$ cat config.mk
export PLATFORM = sky130hd
export DESIGN_NAME = output_buffer_fsm_flat
export DESIGN_NICKNAME = d
export VERILOG_FILES = /design/src/rtl/output_buffer_fsm_if.sv /design/src/rtl/output_buffer_fsm.sv /design/src/flat_wrapper.sv
export SDC_FILE = /design/constraint.sdc
export NUM_CORES = 1
export LEC_CHECK = 0
export BUFFER_PORTS_ARGS = -buffer_cell sky130_fd_sc_hd__buf_2
export CELL_PAD_IN_SITES_DETAIL_PLACEMENT = 1
export CELL_PAD_IN_SITES_GLOBAL_PLACEMENT = 1
export CORE_AREA = 2 2 315 317
export CTS_CLUSTER_SIZE = 25
export DETAILED_ROUTE_END_ITERATION = 7
export DIE_AREA = 0 0 317 319
export GPL_ROUTABILITY_DRIVEN = 0
export PLACE_DENSITY_LB_ADDON = 0.1
export SLEW_MARGIN = 30
export SYNTH_ARGS = -nofsm -noshare
export SYNTH_HDL_FRONTEND = slang
export SYNTH_SLANG_ARGS = --single-unit
$ cat constraint.sdc
create_clock -name clk -period 21.3 [get_ports clk]
set_clock_uncertainty 0.2 [all_clocks]
set_input_delay 4.26 -clock clk [delete_from_list [all_inputs] [get_ports clk]]
set_output_delay 4.26 -clock clk [all_outputs]
set_load 0.02 [all_outputs]
$ cat src/rtl/output_buffer_fsm_if.sv
// ---------------------------------------------------------------------------
// output_buffer_fsm_if
//   Bundles the two streams that pass through the output buffer:
//     - pixel stream from the convolution controller:
//         in_valid, in_data (signed ACC_WIDTH), in_x, in_y, in_ch, and stall
//         back toward the controller
//     - drain stream toward the external consumer:
//         out_valid, out_ready, out_data (signed OUT_WIDTH), out_x, out_y, out_ch
//   Modports:
//     master : the environment (controller + consumer) side
//     slave  : the output buffer itself
// ---------------------------------------------------------------------------
interface output_buffer_fsm_if #(
  parameter int ACC_WIDTH = 32,
  parameter int OUT_WIDTH = 16
);
  logic                        in_valid;
  logic signed [ACC_WIDTH-1:0] in_data;
  logic [31:0]                 in_x;
  logic [31:0]                 in_y;
  logic [31:0]                 in_ch;
  logic                        stall;

  logic                        out_valid;
  logic                        out_ready;
  logic signed [OUT_WIDTH-1:0] out_data;
  logic [31:0]                 out_x;
  logic [31:0]                 out_y;
  logic [31:0]                 out_ch;

  modport master (
    output in_valid, in_data, in_x, in_y, in_ch, out_ready,
    input  stall, out_valid, out_data, out_x, out_y, out_ch
  );

  modport slave (
    input  in_valid, in_data, in_x, in_y, in_ch, out_ready,
    output stall, out_valid, out_data, out_x, out_y, out_ch
  );
endinterface

$ cat src/rtl/output_buffer_fsm.sv
// ---------------------------------------------------------------------------
// output_buffer_fsm
//   Output stage behind the convolution controller / MAC datapath. Captures
//   each finished pixel (accumulator + x/y/channel tags), saturates it to
//   OUT_WIDTH, buffers it in a DEPTH-entry FIFO and drains it over a
//   valid/ready handshake. Raises stall when the FIFO is nearly full and
//   done once FEATURE_MAP_WIDTH*FEATURE_MAP_HEIGHT*OUTPUT_NB_CHANNELS outputs
//   have been delivered.
//
// Ports:
//   clk        rising-edge clock
//   arst_n_in  synchronous active-low reset
//   start      arms the block for a new layer (IDLE->RUN, DONE->RUN)
//   bus        output_buffer_fsm_if.slave: in_valid/in_data/in_x/in_y/in_ch,
//              stall, out_valid/out_ready/out_data/out_x/out_y/out_ch
//   done       all outputs of the layer delivered (held in DONE)
//   overflow   sticky: a push arrived while full with no pop and was dropped
//
// Optional feature: define OUTBUF_RELU_EN to clamp negative accumulator
// values to 0 before saturation.
// ---------------------------------------------------------------------------
module output_buffer_fsm #(
  parameter int FEATURE_MAP_WIDTH  = 1024,
  parameter int FEATURE_MAP_HEIGHT = 1024,
  parameter int OUTPUT_NB_CHANNELS = 64,
  parameter int ACC_WIDTH          = 32,
  parameter int OUT_WIDTH          = 16,
  parameter int DEPTH              = 8,
  parameter int ALMOST_FULL_MARGIN = 2
) (
  input  logic                clk,
  input  logic                arst_n_in,
  input  logic                start,
  output_buffer_fsm_if.slave  bus,
  output logic                done,
  output logic                overflow
);

  localparam int PTR_W   = $clog2(DEPTH);
  localparam int CNT_W   = PTR_W + 1;
  localparam int ENTRY_W = OUT_WIDTH + 96;

  localparam logic [31:0]      TOTAL      =
    32'(FEATURE_MAP_WIDTH * FEATURE_MAP_HEIGHT * OUTPUT_NB_CHANNELS);
  localparam logic [CNT_W-1:0] DEPTH_CNT  = CNT_W'(DEPTH);
  localparam logic [CNT_W-1:0] MARGIN_CNT = CNT_W'(ALMOST_FULL_MARGIN);

  // Saturation bounds expressed at accumulator width so the compare is
  // done on the full signed value.
  localparam logic signed [ACC_WIDTH-1:0] SAT_MAX =
    {{(ACC_WIDTH-OUT_WIDTH+1){1'b0}}, {(OUT_WIDTH-1){1'b1}}};
  localparam logic signed [ACC_WIDTH-1:0] SAT_MIN =
    {{(ACC_WIDTH-OUT_WIDTH+1){1'b1}}, {(OUT_WIDTH-1){1'b0}}};

  typedef enum logic [1:0] {
    IDLE = 2'd0,
    RUN  = 2'd1,
    DONE = 2'd2
  } state_t;

  function automatic logic [OUT_WIDTH-1:0] saturate(
    input logic signed [ACC_WIDTH-1:0] value
  );
    logic signed [ACC_WIDTH-1:0] v;
    v = value;
`ifdef OUTBUF_RELU_EN
    if (v[ACC_WIDTH-1]) v = '0;
`endif
    if (v > SAT_MAX)      saturate = SAT_MAX[OUT_WIDTH-1:0];
    else if (v < SAT_MIN) saturate = SAT_MIN[OUT_WIDTH-1:0];
    else                  saturate = v[OUT_WIDTH-1:0];
  endfunction

  // -------------------------------------------------------------------------
  // State
  // -------------------------------------------------------------------------
  state_t               state_reg, state_next;
  logic [PTR_W-1:0]     wr_ptr_reg, wr_ptr_next;
  logic [PTR_W-1:0]     rd_ptr_reg, rd_ptr_next;
  logic [CNT_W-1:0]     count_reg, count_next;
  logic [31:0]          pop_cnt_reg, pop_cnt_next;
  logic                 overflow_reg;
  logic                 out_valid_reg;
  logic [ENTRY_W-1:0]   head_reg, head_next;
  logic [ENTRY_W-1:0]   mem [DEPTH];

  logic                 run;
  logic                 push_req;
  logic                 full;
  logic                 pop;
  logic                 push;
  logic                 drop;
  logic                 ovf_clear;
  logic [ENTRY_W-1:0]   entry_in;

  // -------------------------------------------------------------------------
  // FIFO control
  // -------------------------------------------------------------------------
  assign run      = (state_reg == RUN);
  assign push_req = bus.in_valid && run;
  assign full     = (count_reg == DEPTH_CNT);
  // Pops are allowed in any state so leftovers can always be drained.
  assign pop      = out_valid_reg && bus.out_ready;
  // When full, a simultaneous pop frees the slot the push needs.
  assign push     = push_req && (!full || pop);
  assign drop     = push_req && full && !pop;

  assign entry_in = {saturate(bus.in_data), bus.in_x, bus.in_y, bus.in_ch};

  always_comb begin
    wr_ptr_next = wr_ptr_reg;
    rd_ptr_next = rd_ptr_reg;
    count_next  = count_reg;
    if (push) wr_ptr_next = wr_ptr_reg + PTR_W'(1);
    if (pop)  rd_ptr_next = rd_ptr_reg + PTR_W'(1);
    if (push && !pop)      count_next = count_reg + CNT_W'(1);
    else if (!push && pop) count_next = count_reg - CNT_W'(1);
  end

  // Next head entry. If the slot being written this edge is the one that
  // becomes the head (FIFO empty, or draining down to the new entry), bypass
  // the array so the entry is visible one cycle after the push.
  always_comb begin
    head_next = mem[rd_ptr_next];
    if (push && (wr_ptr_reg == rd_ptr_next)) head_next = entry_in;
  end

  // -------------------------------------------------------------------------
  // Layer FSM
  // -------------------------------------------------------------------------
  always_ff @(posedge clk) begin
    if (!arst_n_in) state_reg <= IDLE;
    else            state_reg <= state_next;
  end

  always_comb begin
    state_next   = state_reg;
    pop_cnt_next = pop_cnt_reg;
    ovf_clear    = 1'b0;
    case (state_reg)
      IDLE: begin
        if (start) state_next = RUN;
      end
      RUN: begin
        if (pop) begin
          pop_cnt_next = pop_cnt_reg + 32'd1;
          if (pop_cnt_reg == TOTAL - 32'd1) state_next = DONE;
        end
      end
      DONE: begin
        if (start) begin
          pop_cnt_next = '0;
          ovf_clear    = 1'b1;
          state_next   = RUN;
        end
      end
      default: state_next = IDLE;
    endcase
  end

  // -------------------------------------------------------------------------
  // Storage array (no reset so it maps onto RAM)
  // -------------------------------------------------------------------------
  always_ff @(posedge clk) begin
    if (push) mem[wr_ptr_reg] <= entry_in;
  end

  // -------------------------------------------------------------------------
  // Pointers, counters, head register
  // -------------------------------------------------------------------------
  always_ff @(posedge clk) begin
    if (!arst_n_in) begin
      wr_ptr_reg    <= '0;
      rd_ptr_reg    <= '0;
      count_reg     <= '0;
      pop_cnt_reg   <= '0;
      overflow_reg  <= 1'b0;
      out_valid_reg <= 1'b0;
      head_reg      <= '0;
    end else begin
      wr_ptr_reg    <= wr_ptr_next;
      rd_ptr_reg    <= rd_ptr_next;
      count_reg     <= count_next;
      pop_cnt_reg   <= pop_cnt_next;
      out_valid_reg <= (count_next != '0);
      if (ovf_clear) overflow_reg <= 1'b0;
      else if (drop) overflow_reg <= 1'b1;
      // Only refresh when a real entry will be at the head; keeps out_* at
      // their reset value until the first push and stable when empty.
      if (count_next != '0) head_reg <= head_next;
    end
  end

  // -------------------------------------------------------------------------
  // Outputs
  // -------------------------------------------------------------------------
  assign bus.out_valid = out_valid_reg;
  assign bus.out_data  = head_reg[ENTRY_W-1 -: OUT_WIDTH];
  assign bus.out_x     = head_reg[95:64];
  assign bus.out_y     = head_reg[63:32];
  assign bus.out_ch    = head_reg[31:0];
  assign bus.stall     = run && ((DEPTH_CNT - count_reg) <= MARGIN_CNT);
  assign done          = (state_reg == DONE);
  assign overflow      = overflow_reg;

endmodule
$ cat src/flat_wrapper.sv
// flat-port wrapper written by rule: the top's interface ports become plain ports
module output_buffer_fsm_flat 
#(
  parameter int FEATURE_MAP_WIDTH  = 1024,
  parameter int FEATURE_MAP_HEIGHT = 1024,
  parameter int OUTPUT_NB_CHANNELS = 64,
  parameter int ACC_WIDTH          = 32,
  parameter int OUT_WIDTH          = 16,
  parameter int DEPTH              = 8,
  parameter int ALMOST_FULL_MARGIN = 2
)
  (clk, arst_n_in, start, done, overflow, bus_in_valid, bus_in_data, bus_in_x, bus_in_y, bus_in_ch, bus_out_ready, bus_stall, bus_out_valid, bus_out_data, bus_out_x, bus_out_y, bus_out_ch);
  output_buffer_fsm_if #(.ACC_WIDTH(ACC_WIDTH), .OUT_WIDTH(OUT_WIDTH)) bus_i ();
  input  logic clk;
  input  logic arst_n_in;
  input  logic start;
  output logic done;
  output logic overflow;
  input wire logic [$bits(bus_i.in_valid)-1:0] bus_in_valid;
  input wire logic [$bits(bus_i.in_data)-1:0] bus_in_data;
  input wire logic [$bits(bus_i.in_x)-1:0] bus_in_x;
  input wire logic [$bits(bus_i.in_y)-1:0] bus_in_y;
  input wire logic [$bits(bus_i.in_ch)-1:0] bus_in_ch;
  input wire logic [$bits(bus_i.out_ready)-1:0] bus_out_ready;
  output wire logic [$bits(bus_i.stall)-1:0] bus_stall;
  output wire logic [$bits(bus_i.out_valid)-1:0] bus_out_valid;
  output wire logic [$bits(bus_i.out_data)-1:0] bus_out_data;
  output wire logic [$bits(bus_i.out_x)-1:0] bus_out_x;
  output wire logic [$bits(bus_i.out_y)-1:0] bus_out_y;
  output wire logic [$bits(bus_i.out_ch)-1:0] bus_out_ch;
  assign bus_i.in_valid = bus_in_valid;
  assign bus_i.in_data = bus_in_data;
  assign bus_i.in_x = bus_in_x;
  assign bus_i.in_y = bus_in_y;
  assign bus_i.in_ch = bus_in_ch;
  assign bus_i.out_ready = bus_out_ready;
  assign bus_stall = bus_i.stall;
  assign bus_out_valid = bus_i.out_valid;
  assign bus_out_data = bus_i.out_data;
  assign bus_out_x = bus_i.out_x;
  assign bus_out_y = bus_i.out_y;
  assign bus_out_ch = bus_i.out_ch;
  output_buffer_fsm #(.FEATURE_MAP_WIDTH(FEATURE_MAP_WIDTH), .FEATURE_MAP_HEIGHT(FEATURE_MAP_HEIGHT), .OUTPUT_NB_CHANNELS(OUTPUT_NB_CHANNELS), .ACC_WIDTH(ACC_WIDTH), .OUT_WIDTH(OUT_WIDTH), .DEPTH(DEPTH), .ALMOST_FULL_MARGIN(ALMOST_FULL_MARGIN)) u_core (.clk(clk), .arst_n_in(arst_n_in), .start(start), .bus(bus_i), .done(done), .overflow(overflow));
endmodule
==> out/metrics.yaml <==
outcome: "finished clean"
synth-edff-count: 896
setup.worst_path.start_class: "primary input"
chipHeight_um: 319
drt_pass1_iterations: 5
intPower_uw: 3910
nNetsFinal: 3558
fin_crit_ps: 8060
initial_core_util_pct: 44.7
hold_viol_final: 0
rsz0062_at_grt: "no"
synth-seq-cells: 1054
grt_start_max_net_pins: 214
crit_buf_inv: 4
core_area_um2: 97700
synth.area.top_cells: "edfxtp_1 (62%), dfxtp_1 (7.2%), nand2_1 (3.8%)"
cts_tree: "yes"
ir_worst_vdd_mv: 0.0925
fin_ws_ps: 13240
slew_headroom_pct: 33.5
largest_reg_flops: 896
p_seq_share_pct: 42.6
cp_slowest_cell: "buf_4"
clockRootBuffer: "clkbuf_16"
tightest_slew_ps: 998
via_per_inst: 6.42
crit_required_ps: 21720
cp_max_fo: 102
netlist.area_leader.share_pct: 61.6
p_per_area_nw_per_um2: 117
cts_resized: 0
hold_buffers: 0
postRouteAntennaNets: 0
yosysMostFrequentCell: "edfxtp_1"
synthFlopType: "edfxtp_1"
switching_share_pct: 33.2
max_freq_mhz: 124
crit_path_cell_trace: "buf_2, nand3_4, buf_12, nand2_4, buf_4, buf_6, a211oi_1, a311oi_1, o22ai_1, o221ai_1"
clk_pin_slew_ps: 60
clockPowerShare_pct: 34.0
setup-violations-final: 0
dieArea_um2: 101000
numCtsBuffers: 116
tns_ps: 0
grt_pass1_vias: 32515
postCtsSetupRepairBufs: 0
p_leak_uw: 0.0165
async_reset_ff_share_pct: 0
synthCells: 3308
clk_latency_ps: 710
track_usage_pct: 27.5
synthesis.nets: 3448
wl_per_cell_um: 29.2
finalCritPeriodShare_pct: 37.9
ys_warn_count: 0
nFillCells: 9676
remaining_drc_errors: 0
wl_um: 140000
p_comb_share_pct: 23.3
antenna_found_initial: 30
arrival_ps: 8480
synth_area_per_cell_um2: 13.2
io_buffers: 248
first_iter_violations: 2308
slowest_delay_ps: 790
yosys.area.top_type: "edfxtp_1"
end_kind: "register"
io-pin-count: 249
hpwl_um: 70400
cts_buffer_depth: 3
grt_pass1_wl_um: 209000
yosys.cell_types.count: 69
layout-drive-gt1-share_pct: 14.8
std_cell_rows: 115
slew_violations: 0
cts_sinks: 1054
cts_max_level: 3
yosysSeqAreaShare_pct: 68.8
synth_commonest_cells: "edfxtp_1 (896), nand2_1 (446), clkbuf_1 (203)"
switchingPower_uw: 1940
regArea_um2: 30100
pre_cts_ws_ps: 12230
die_w_um: 317
hold_class: "register to register"
syn_area_um2: 43700
overflow: 0
multi_input_area_um2: 12400
vias: 30872
path_class: "primary input to register"
max_cap_viol_count: 0
crit_family: "buffers and inverters"
syn_to_final_growth_pct: 14.0
==> placed cells by master, fill, tap and decap left out, types with 40 or more instances in the layout <==
cell,count
edfxtp_1,896
nand2_1,444
buf_2,247
and3_1,198
a211oi_1,192
a311oi_1,190
dfxtp_1,157
nand3_1,132
o22ai_1,126
clkbuf_16,117
nand4_1,106
o221ai_1,97
mux2i_1,57
a21oi_1,56
buf_4,51
nor2_1,40
==> power by group through the flow <==
stage	Sequential, µW	Combinational (µW)	Clock, µW
after floorplan	2610	696	0
after global placement	2530	1330	0
after detailed placement	2540	1360	0
after CTS	2500	1360	2020
after global routing	2510	1450	2100
final	2490	1360	1990
==> metrics by stage <==
step | instances | utilization, % | instance area (µm²) | power [µW] | hold slack [ps]
global route | 4809 | 51.0 | 49800 | 6050 | 292
floorplan | 3308 | - | 43700 | 3310 | 254
detailed placement | 4585 | 47.0 | 45900 | 3890 | 245
global placement | 4582 | 46.9 | 45800 | 3860 | 243
CTS | 4803 | 50.9 | 49700 | 5880 | 272
finish | 4810 | 51.0 | 49800 | 5850 | 272
==> metal layers <==
layer,wire length [µm],global-route usage (%),vias up
met5,210,0,-
met4,3310,8.21,34
met3,8380,5.07,259
met2,68300,45.7,884
met1,60200,36.7,16282
li1,-,-,13413
==> final timing paths <==
check,cells past startpoint,slack [ps],endpoint,startpoint
setup / recovery,10,13240,u_core.head_reg[61],bus_out_ready
hold / removal,1,270,u_core.head_reg[105],u_core.head_reg[105]
setup reg to reg,10,15950,u_core.head_reg[61],u_core.rd_ptr_reg[0]
hold reg to reg,1,270,u_core.head_reg[105],u_core.head_reg[105]
==> cell families after synthesis <==
| group | Yosys count | share of synthesized area [%] |
|---|---|---|
| AO/OA/AOI/OAI | 780 | 13.7 |
| buffers and inverters | 335 | 3.31 |
| adder cells (fa/ha/maj) | 7 | 0.200 |
| flip-flops | 1054 | 68.8 |
| multiplexers | 59 | 1.38 |
| XOR/XNOR | 34 | 0.782 |
| AND/OR/NAND/NOR | 1039 | 11.8 |
==> final cells by class <==
| cell class | instances | share of cell area, % |
|---|---|---|
| antenna | 5 | 0.0251 |
| clock buffer | 165 | 6.56 |
| clock inverter | 53 | 1.05 |
| inverter | 10 | 0.0753 |
| multi-input combinational | 1919 | 24.8 |
| sequential | 1054 | 60.4 |
| tap | 1287 | 3.23 |
| timing repair buffer | 317 | 3.87 |
(Power assumes the default switching activity.)
